## src/rtl/mac_stream.sv

```systemverilog
// Streaming signed fixed-point multiply-accumulate: one rounded, saturated dot product per framed vector.
// Two stages (product, accumulate/result) share a single advance enable driven by output backpressure.
module mac_stream #(
    parameter int N_LEN       = 16,
    parameter int Q_LEN       = 8,
    parameter int ACC_GUARD   = 8,
    parameter int RND_NEAREST = 1,
    parameter int CNT_W       = 8
) (
    input  logic             clk,
    input  logic             rst,
    input  logic             in_valid,
    output logic             in_ready,
    input  logic [N_LEN-1:0] in_a,
    input  logic [N_LEN-1:0] in_b,
    input  logic             in_first,
    input  logic             in_last,
    output logic             out_valid,
    input  logic             out_ready,
    output logic [N_LEN-1:0] out_res,
    output logic             out_ovf,
    output logic [CNT_W-1:0] out_cnt
);

    localparam int unsigned P_W    = 2 * N_LEN;
    localparam int unsigned ACC_W  = P_W + ACC_GUARD;
    localparam int unsigned R_W    = ACC_W + 1;
    localparam int unsigned RND_SH = (Q_LEN > 0) ? Q_LEN - 1 : 0;
    localparam logic [R_W-1:0] RND_ADD =
        (RND_NEAREST != 0 && Q_LEN > 0) ? (R_W'(1) << RND_SH) : '0;

    localparam logic [0:0] S_IDLE = 1'b0;
    localparam logic [0:0] S_ACC  = 1'b1;

    logic en_c;
    logic beat_c;
    logic step_c;

    // The whole pipe advances unless a result is waiting to be taken.
    assign en_c     = ~out_valid | out_ready;
    assign in_ready = en_c & ~rst;
    assign beat_c   = in_valid & in_ready;

    logic signed [P_W-1:0] p_prod;
    logic                  p_valid;
    logic                  p_first;
    logic                  p_last;

    // Product stage
    always_ff @(posedge clk) begin
        if (rst) begin
            p_prod  <= '0;
            p_valid <= 1'b0;
            p_first <= 1'b0;
            p_last  <= 1'b0;
        end else if (en_c) begin
            p_prod  <= $signed(in_a) * $signed(in_b);
            p_valid <= beat_c;
            p_first <= in_first;
            p_last  <= in_last;
        end
    end

    assign step_c = en_c & p_valid;

    logic [0:0]              state;
    logic [0:0]              state_next;
    logic signed [ACC_W-1:0] acc;
    logic [CNT_W-1:0]        cnt;
    logic                    ovf;

    logic                    start_c;
    logic signed [ACC_W-1:0] acc_base_c;
    logic signed [ACC_W-1:0] prod_ext_c;
    logic signed [ACC_W-1:0] acc_next_c;
    logic                    add_ovf_c;
    logic                    ovf_next_c;
    logic [CNT_W-1:0]        cnt_next_c;
    logic signed [R_W-1:0]   rounded_c;
    logic signed [R_W-1:0]   shifted_c;
    logic                    fits_c;
    logic [N_LEN-1:0]        sat_res_c;

    // Accumulate, round and saturate; rounding is done one bit wider so it cannot wrap.
    always_comb begin
        start_c    = p_first | (state == S_IDLE);
        acc_base_c = start_c ? '0 : acc;
        prod_ext_c = {{ACC_GUARD{p_prod[P_W-1]}}, p_prod};
        acc_next_c = acc_base_c + prod_ext_c;
        add_ovf_c  = (acc_base_c[ACC_W-1] == prod_ext_c[ACC_W-1]) &&
                     (acc_next_c[ACC_W-1] != acc_base_c[ACC_W-1]);
        ovf_next_c = (start_c ? 1'b0 : ovf) | add_ovf_c;
        cnt_next_c = start_c ? CNT_W'(1) : cnt + CNT_W'(1);
        rounded_c  = $signed({acc_next_c[ACC_W-1], acc_next_c}) + $signed(RND_ADD);
        shifted_c  = rounded_c >>> Q_LEN;
        fits_c     = (&shifted_c[R_W-1:N_LEN-1]) | ~(|shifted_c[R_W-1:N_LEN-1]);
        if (fits_c) begin
            sat_res_c = shifted_c[N_LEN-1:0];
        end else if (shifted_c[R_W-1]) begin
            sat_res_c = {1'b1, {(N_LEN-1){1'b0}}};
        end else begin
            sat_res_c = {1'b0, {(N_LEN-1){1'b1}}};
        end
    end

    // Framing FSM next state
    always_comb begin
        state_next = state;
        if (step_c) begin
            state_next = p_last ? S_IDLE : S_ACC;
        end
    end

    always_ff @(posedge clk) begin
        if (rst) begin
            state <= S_IDLE;
        end else begin
            state <= state_next;
        end
    end

    // Accumulator, term counter and sticky overflow
    always_ff @(posedge clk) begin
        if (rst) begin
            acc <= '0;
            cnt <= '0;
            ovf <= 1'b0;
        end else if (step_c) begin
            acc <= acc_next_c;
            cnt <= cnt_next_c;
            ovf <= ovf_next_c;
        end
    end

    // Result register; holds while stalled, drops valid once consumed.
    always_ff @(posedge clk) begin
        if (rst) begin
            out_valid <= 1'b0;
            out_res   <= '0;
            out_ovf   <= 1'b0;
            out_cnt   <= '0;
        end else if (en_c) begin
            out_valid <= p_valid & p_last;
            if (p_valid && p_last) begin
                out_res <= sat_res_c;
                out_ovf <= ~fits_c | ovf_next_c;
                out_cnt <= cnt_next_c;
            end
        end
    end

endmodule

```

## config.mk

```make
export PLATFORM = sky130hd
export DESIGN_NAME = mac_stream
export DESIGN_NICKNAME = d
export VERILOG_FILES = /design/src/rtl/mac_stream.sv
export SDC_FILE = /design/constraint.sdc
export NUM_CORES = 1
export LEC_CHECK = 0
export CAP_MARGIN = 20
export CORE_MARGIN = 10
export CORE_UTILIZATION = 63
export DETAILED_ROUTE_END_ITERATION = 8
export PLACE_DENSITY = 0.82
export SLEW_MARGIN = 15
export SYNTH_ARGS = -nofsm -noshare
export SYNTH_HDL_FRONTEND = slang
export SYNTH_SLANG_ARGS = --single-unit
```

## constraint.sdc

```tcl
create_clock -name clk -period 21.7 [get_ports clk]
set_input_delay 4.34 -clock clk [delete_from_list [all_inputs] [get_ports clk]]
set_output_delay 4.34 -clock clk [all_outputs]
set_load 0.005 [all_outputs]
```

==> results.cfg, run 1 <==
[logic_synthesis]
synth_seq_cells = 111
yosysMostFrequentCell = inv_1
synth_top_family_by_area = adder cells
ys_types = 109
synth_edf_count = 0
yosysTopAreaCellShare = 0.2935
synth-compound-area-share = 0.1480
avgSynthCellArea_um2 = 8.386
synthSimpleGateAreaFrac = 0.2068
ys_seq_area_frac = 0.1239
synthXorXnorAreaFrac = 0.04506
synth-warning-count = 0
synth_area_leaders = fa_1 (29%), dfxtp_1 (12%), ha_1 (8.6%), inv_1 (6.8%), nand2_1 (6.4%)
synth_fa_ha_area_frac = 0.3793
synthArstFlopShare = 0
synth_top_area_cell = fa_1
synthMuxAreaShare = 0.003488
syn_area_um2 = 17940
ys.flop_type = dfxtp_1
netlist_top_cells_count = inv_1 (326), nand2_1 (304), fa_1 (263)
synth_nets = 2563
synthCells = 2139

[min_path]
holdCritPathClass = reg -> reg
min_from = acc[6]$_SDFFE_PP0P_
whs_endpoint = acc[6]$_SDFFE_PP0P_
hold_path_depth = 2

[place]
io_buffers = 64
place.gp.congestion = 0.9640
hpwl_um = 35040

[routing]
routed_wl_um = 42550
post-route-drc-count = 0
drt_first_pass_iters = 5
ant_nets = 0
drtIter0Drc = 1058
routedWlPerCell_um = 16.96
vias = 14387
via_per_inst = 5.734

[floorplan]
core_area_um2 = 27930
fp.dieH_um = 188.7
die-area_um2 = 35620
dieWidth_um = 188.7
start_util = 0.6421
io_pins = 65
row_count = 61

[cells_and_area]
fill_cells = 2357
insertedDiodeCount = 0
fin_nets = 2550
areaGrowthSynthToFinish_pct = 5.678
drive_above_1_share = 0.04552
postLayoutCoreUtil = 0.6786

[flow_run]
drv_cap = 0

[clock_network]
cts_root_buffer = clkbuf_16
cts_buffer_depth = 2
hold_buffers = 0
cts_setup_buffers = 0
cts_sinks = 111
cts.clk_slew.worst_paths_ns = 0.07
cts_tree = built
htree_num_levels = 3
cts_made_buffers = 9
insertion_delay_ns = 0.37
post_cts_resized = 0

[timing]
relSlewSlack = 0.4769
setup_viol = 0
fin_skew_ns = 0.01127
fin_crit_ns = 11.07
grt_setup_unrepaired = false
worstMarginPinSlew_ns = 0.7800
max_freq_ghz = 0.09035
tns_ns = 0
hold_viol = 0
fin_crit_sh = 0.5100
whs_ns = 0.4487
maxSlewViolCount = 0

[critical_path]
crit_path_end_kind = register
crit_path_max_fanout = 16
rrSetupSlack_ns = 15.44
cp.arrival_ns = 11.35
startpoint_type = primary input
r2r_end = out_res[10]$_SDFFE_PP0P_
r2r-start = state$_SDFFE_PP0P_
rr_worst_depth = 19
worstSetupPathType = in -> reg
crit_required_ns = 21.98

[global_route]
grt_pass1_vias = 15179
grt_max_degree = 71
grt_pass1_wl_um = 72990
antenna_found_initial = 0
grt_overflow = 0
track_usage = 0.2433

[run_status]
outcome = finished clean
## sequential cells by signal, indices dropped and copies added (netlist names)
signal	cells
acc	40
cnt	8
out_cnt	8
out_ovf	1
out_res	16
out_valid	1
ovf	1
p_first	1
p_last	1
p_prod	32
p_valid	1
state	1
## per-stage QoR
step	std cells	cell area, um^2	worst slack [ns]
after detailed placement	2492	18650	10.31
after global routing	2509	18960	10.37
final	2509	18960	10.63
after global placement	2492	18650	10.52
after CTS	2508	18950	10.67
after floorplan	2139	17940	11.54
## final cells by class
cell class | count | area [um^2] | area share
Inverter | 326 | 1224 | 0.06455
Timing Repair Buffer | 71 | 690.7 | 0.03644
Clock buffer | 9 | 225.2 | 0.01188
Clock inverter | 7 | 72.57 | 0.003828
Sequential cell | 111 | 2222 | 0.1172
Multi-Input combinational cell | 1607 | 14050 | 0.7411
Tap cell | 378 | 473.0 | 0.02495
## worst max-delay path, cell delays in order
cell	delay (ns)
clkdlybuf4s50_1	0.78
and2_1	0.38
fa_1	0.55
inv_1	0.06
fa_1	0.41
fa_1	0.49
fa_1	0.50
inv_1	0.06
fa_1	0.52
inv_1	0.04
fa_1	0.47
inv_1	0.04
ha_1	0.36
and3_1	0.23
a211oi_1	0.10
o311a_1	0.36
o31ai_1	0.57
a41oi_1	0.23
a211o_1	0.32
o21ai_0	0.21
xnor2_1	0.10
a211oi_1	0.22
## layer usage
layer / routed length (um) / up-vias / track usage
met5: 0 / - / 0
met4: 824 / 0 / 0.06899
met3: 2355 / 60 / 0.03416
met2: 20750 / 439 / 0.4194
met1: 18620 / 7015 / 0.3117
li1: - / 6873 / -
## kinds of logic (layout without fill, tap and decap cells)
kind of cell / Yosys count / in the layout
adders and majority gates: 386 / 386
muxes: 6 / 6
AOI/OAI and AO/OA: 387 / 387
and+or+nand+nor: 739 / 739
xor gates and xnor gates: 89 / 89
DFF: 111 / 111
buffers and inverters: 421 / 413
## layout by cell type (no fill, tap or decap), types with 9 or more instances in the layout
master,Yosys,routed
a211oi_1,25,25
a21o_1,34,34
a21oi_1,154,154
and2_1,172,171
and3_1,13,13
clkbuf_16,0,9
clkdlybuf4s50_1,0,63
dfxtp_1,111,111
fa_1,263,263
ha_1,123,123
inv_1,326,326
nand2_1,304,304
nand2b_1,16,16
nand3_1,30,30
nand4_1,9,9
nor2_1,93,92
nor3_1,24,24
o211ai_1,13,13
o21a_1,11,11
o21ai_0,38,38
o21bai_1,10,10
o31ai_1,11,11
xnor2_1,54,54
xor2_1,32,32
## how the worst max path moves through the flow
stage,startpoint,end,slack [ns],cells after the start
floorplan,in_a[11],p_prod[31]$_SDFFE_PP0N_,11.54,21
global placement,in_a[9],p_prod[31]$_SDFFE_PP0N_,10.52,22
detailed placement,in_a[6],p_prod[31]$_SDFFE_PP0N_,10.31,22
CTS,in_a[6],p_prod[31]$_SDFFE_PP0N_,10.67,22
global route,in_a[6],p_prod[31]$_SDFFE_PP0N_,10.37,22
finish,in_a[6],p_prod[31]$_SDFFE_PP0N_,10.63,22
Power of run 1 is left out: the tool's default activity adds up to more than one toggle a clock period on the data nets, which glitch-free logic cannot reach.
==> run 2: changes to the inputs <==
clock period = 11.2 ns   (was 21.7 ns; I/O delays follow)
==> run 2 against run 1 <==
- register-to-register slack worse by 10 ns
- first-iteration DRC count down 17%
- largest cell class unchanged
- utilization up 0.13 points
- cell count did not move
- worst hold slack gained 0.00083 ns
- highest routed layer unchanged
- wire length increased by 0.50%
- clock skew is 0.0055 ns higher
- global-route usage down 0.20 points
- clock-buffer cell count unchanged
==> results.cfg, run 2 (same netlist as run 1, synthesis figures left out) <==
[routing]
routedWlPerCell_um = 17.04
drtIter0Drc = 883
ant_nets = 0
routed_wl_um = 42760
drt_first_pass_iters = 5
via_per_inst = 5.764
post-route-drc-count = 0
vias = 14462

[critical_path]
slowest_delay_ns = 0.78
path_cells = clkdlybuf4s50_1 -> and2_1 -> fa_1 -> inv_1 -> fa_1 -> fa_1 -> fa_1 -> inv_1 -> fa_1 -> inv_1 -> fa_1 -> inv_1 -> ha_1 -> and3_1 -> a211oi_1 -> o311a_1 -> o31ai_1 -> a41oi_1 -> a211o_1 -> o21ai_0 -> xnor2_1 -> a211oi_1
rrSetupSlack_ns = 4.98
rr_worst_depth = 19
startpoint_type = primary input
cp_top_family = adder cells
worstSetupPathType = in -> reg
cp.arrival_ns = 9.24
crit_path_max_fanout = 16
crit_path_end_kind = register
r2r_end = out_res[5]$_SDFFE_PP0P_
cp_slowest_cell = clkdlybuf4s50_1
crit_path_frequent_cell = fa_1
r2r-start = state$_SDFFE_PP0P_
crit_required_ns = 11.47
critPathBufInv = 5

[clock_network]
cts_made_buffers = 9
insertion_delay_ns = 0.36
cts_buffer_depth = 2
cts_sinks = 111
cts_setup_buffers = 0
htree_num_levels = 3
cts.clk_slew.worst_paths_ns = 0.08
post_cts_resized = 0
cts_root_buffer = clkbuf_16
cts_tree = built
hold_buffers = 0

[timing]
relSlewSlack = 0.4690
fin_crit_ns = 8.966
hold_viol = 0
tns_ns = 0
fin_crit_sh = 0.8005
maxSlewViolCount = 0
max_freq_ghz = 0.1115
worstMarginPinSlew_ns = 0.7917
setup_viol = 0
fin_skew_ns = 0.01677
grt_setup_unrepaired = false

[min_path]
min_from = acc[20]$_SDFFE_PP0P_
whs_endpoint = acc[20]$_SDFFE_PP0P_
hold_path_depth = 2
holdCritPathClass = reg -> reg

[cells_and_area]
largest_reg_flops = 40
reg_top3 = acc: 40 flops, p_prod: 32 flops, out_res: 16 flops
final_cell_mix = inv_1 (326), nand2_1 (304), fa_1 (263), and2_1 (171), a21oi_1 (154)
areaGrowthSynthToFinish_pct = 5.873
layout_commonest_cell = inv_1
largest_register = acc
drive_above_1_share = 0.04552
insertedDiodeCount = 0
fin_nets = 2550

[global_route]
track_usage = 0.2413
grt_overflow = 0
grt_pass1_vias = 15293
antenna_found_initial = 0
grt_max_degree = 71
grt_pass1_wl_um = 72660

[place]
place.gp.congestion = 0.9640
hpwl_um = 35040
io_buffers = 64

[flow_run]
drv_cap = 0

[floorplan]
io_pins = 65
fp.dieH_um = 188.7
dieWidth_um = 188.7
start_util = 0.6421
core_area_um2 = 27930
die-area_um2 = 35620
row_count = 61

[run_status]
outcome = finished clean
-- run 2: changes by cell type in the layout (fill, tap and decap cells not counted) --
cell,delta
inv_6,-1
clkinvlp_4,-1
bufinv_16,+1
clkinv_8,+2
inv_8,-1
-- run 2: worst max path at each step --
stage	start	end	slack, ns	cells after the start
finish	in_a[6]	p_prod[31]$_SDFFE_PP0N_	2.23	22
detailed placement	in_a[6]	p_prod[31]$_SDFFE_PP0N_	1.91	22
global route	in_a[6]	p_prod[31]$_SDFFE_PP0N_	1.91	22
global placement	in_a[9]	p_prod[31]$_SDFFE_PP0N_	2.12	22
CTS	in_a[6]	p_prod[31]$_SDFFE_PP0N_	2.26	22
floorplan	in_a[11]	p_prod[31]$_SDFFE_PP0N_	3.14	21
-- run 2: tightest hold or removal path, delay by kind of cell, from the launching register on --
kind	cells	cell delay, ns
compound gates	1	0.05
simple gates	1	0.05
flops	1	0.31
-- run 2: per-layer routing --
layer	share of wire	up-vias	global-route usage
li1	-	6859	-
met3	0.053	71	0.03416
met4	0.022	0	0.06685
met1	0.44	7088	0.3063
met2	0.49	444	0.4200
met5	0	-	0
-- run 2: cell type report --
type | instances | area (um^2)
multi-input cells | 1607 | 14050
repair buffers | 71 | 690.7
inverters | 326 | 1224
fillers | 2324 | 8944
clock buffers | 9 | 225.2
flip-flops and latches | 111 | 2222
clock inverters | 7 | 107.6
well taps | 378 | 473.0
-- run 2: stage by stage --
stage / instance area (um^2) / utilization / instances / hold WS, ns / setup WS, ns
4_1_cts: 18980 / 0.6795 / 2508 / 0.4536 / 2.263
2_1_floorplan: 17940 / - / 2139 / 0.4273 / 3.141
3_3_place_gp: 18650 / 0.6676 / 2492 / 0.4338 / 2.121
5_1_grt: 18990 / 0.6798 / 2509 / 0.4685 / 1.913
3_5_place_dp: 18650 / 0.6676 / 2492 / 0.4435 / 1.910
6_report: 18990 / 0.6798 / 2509 / 0.4495 / 2.234
Power of run 2 is left out for the same reason.
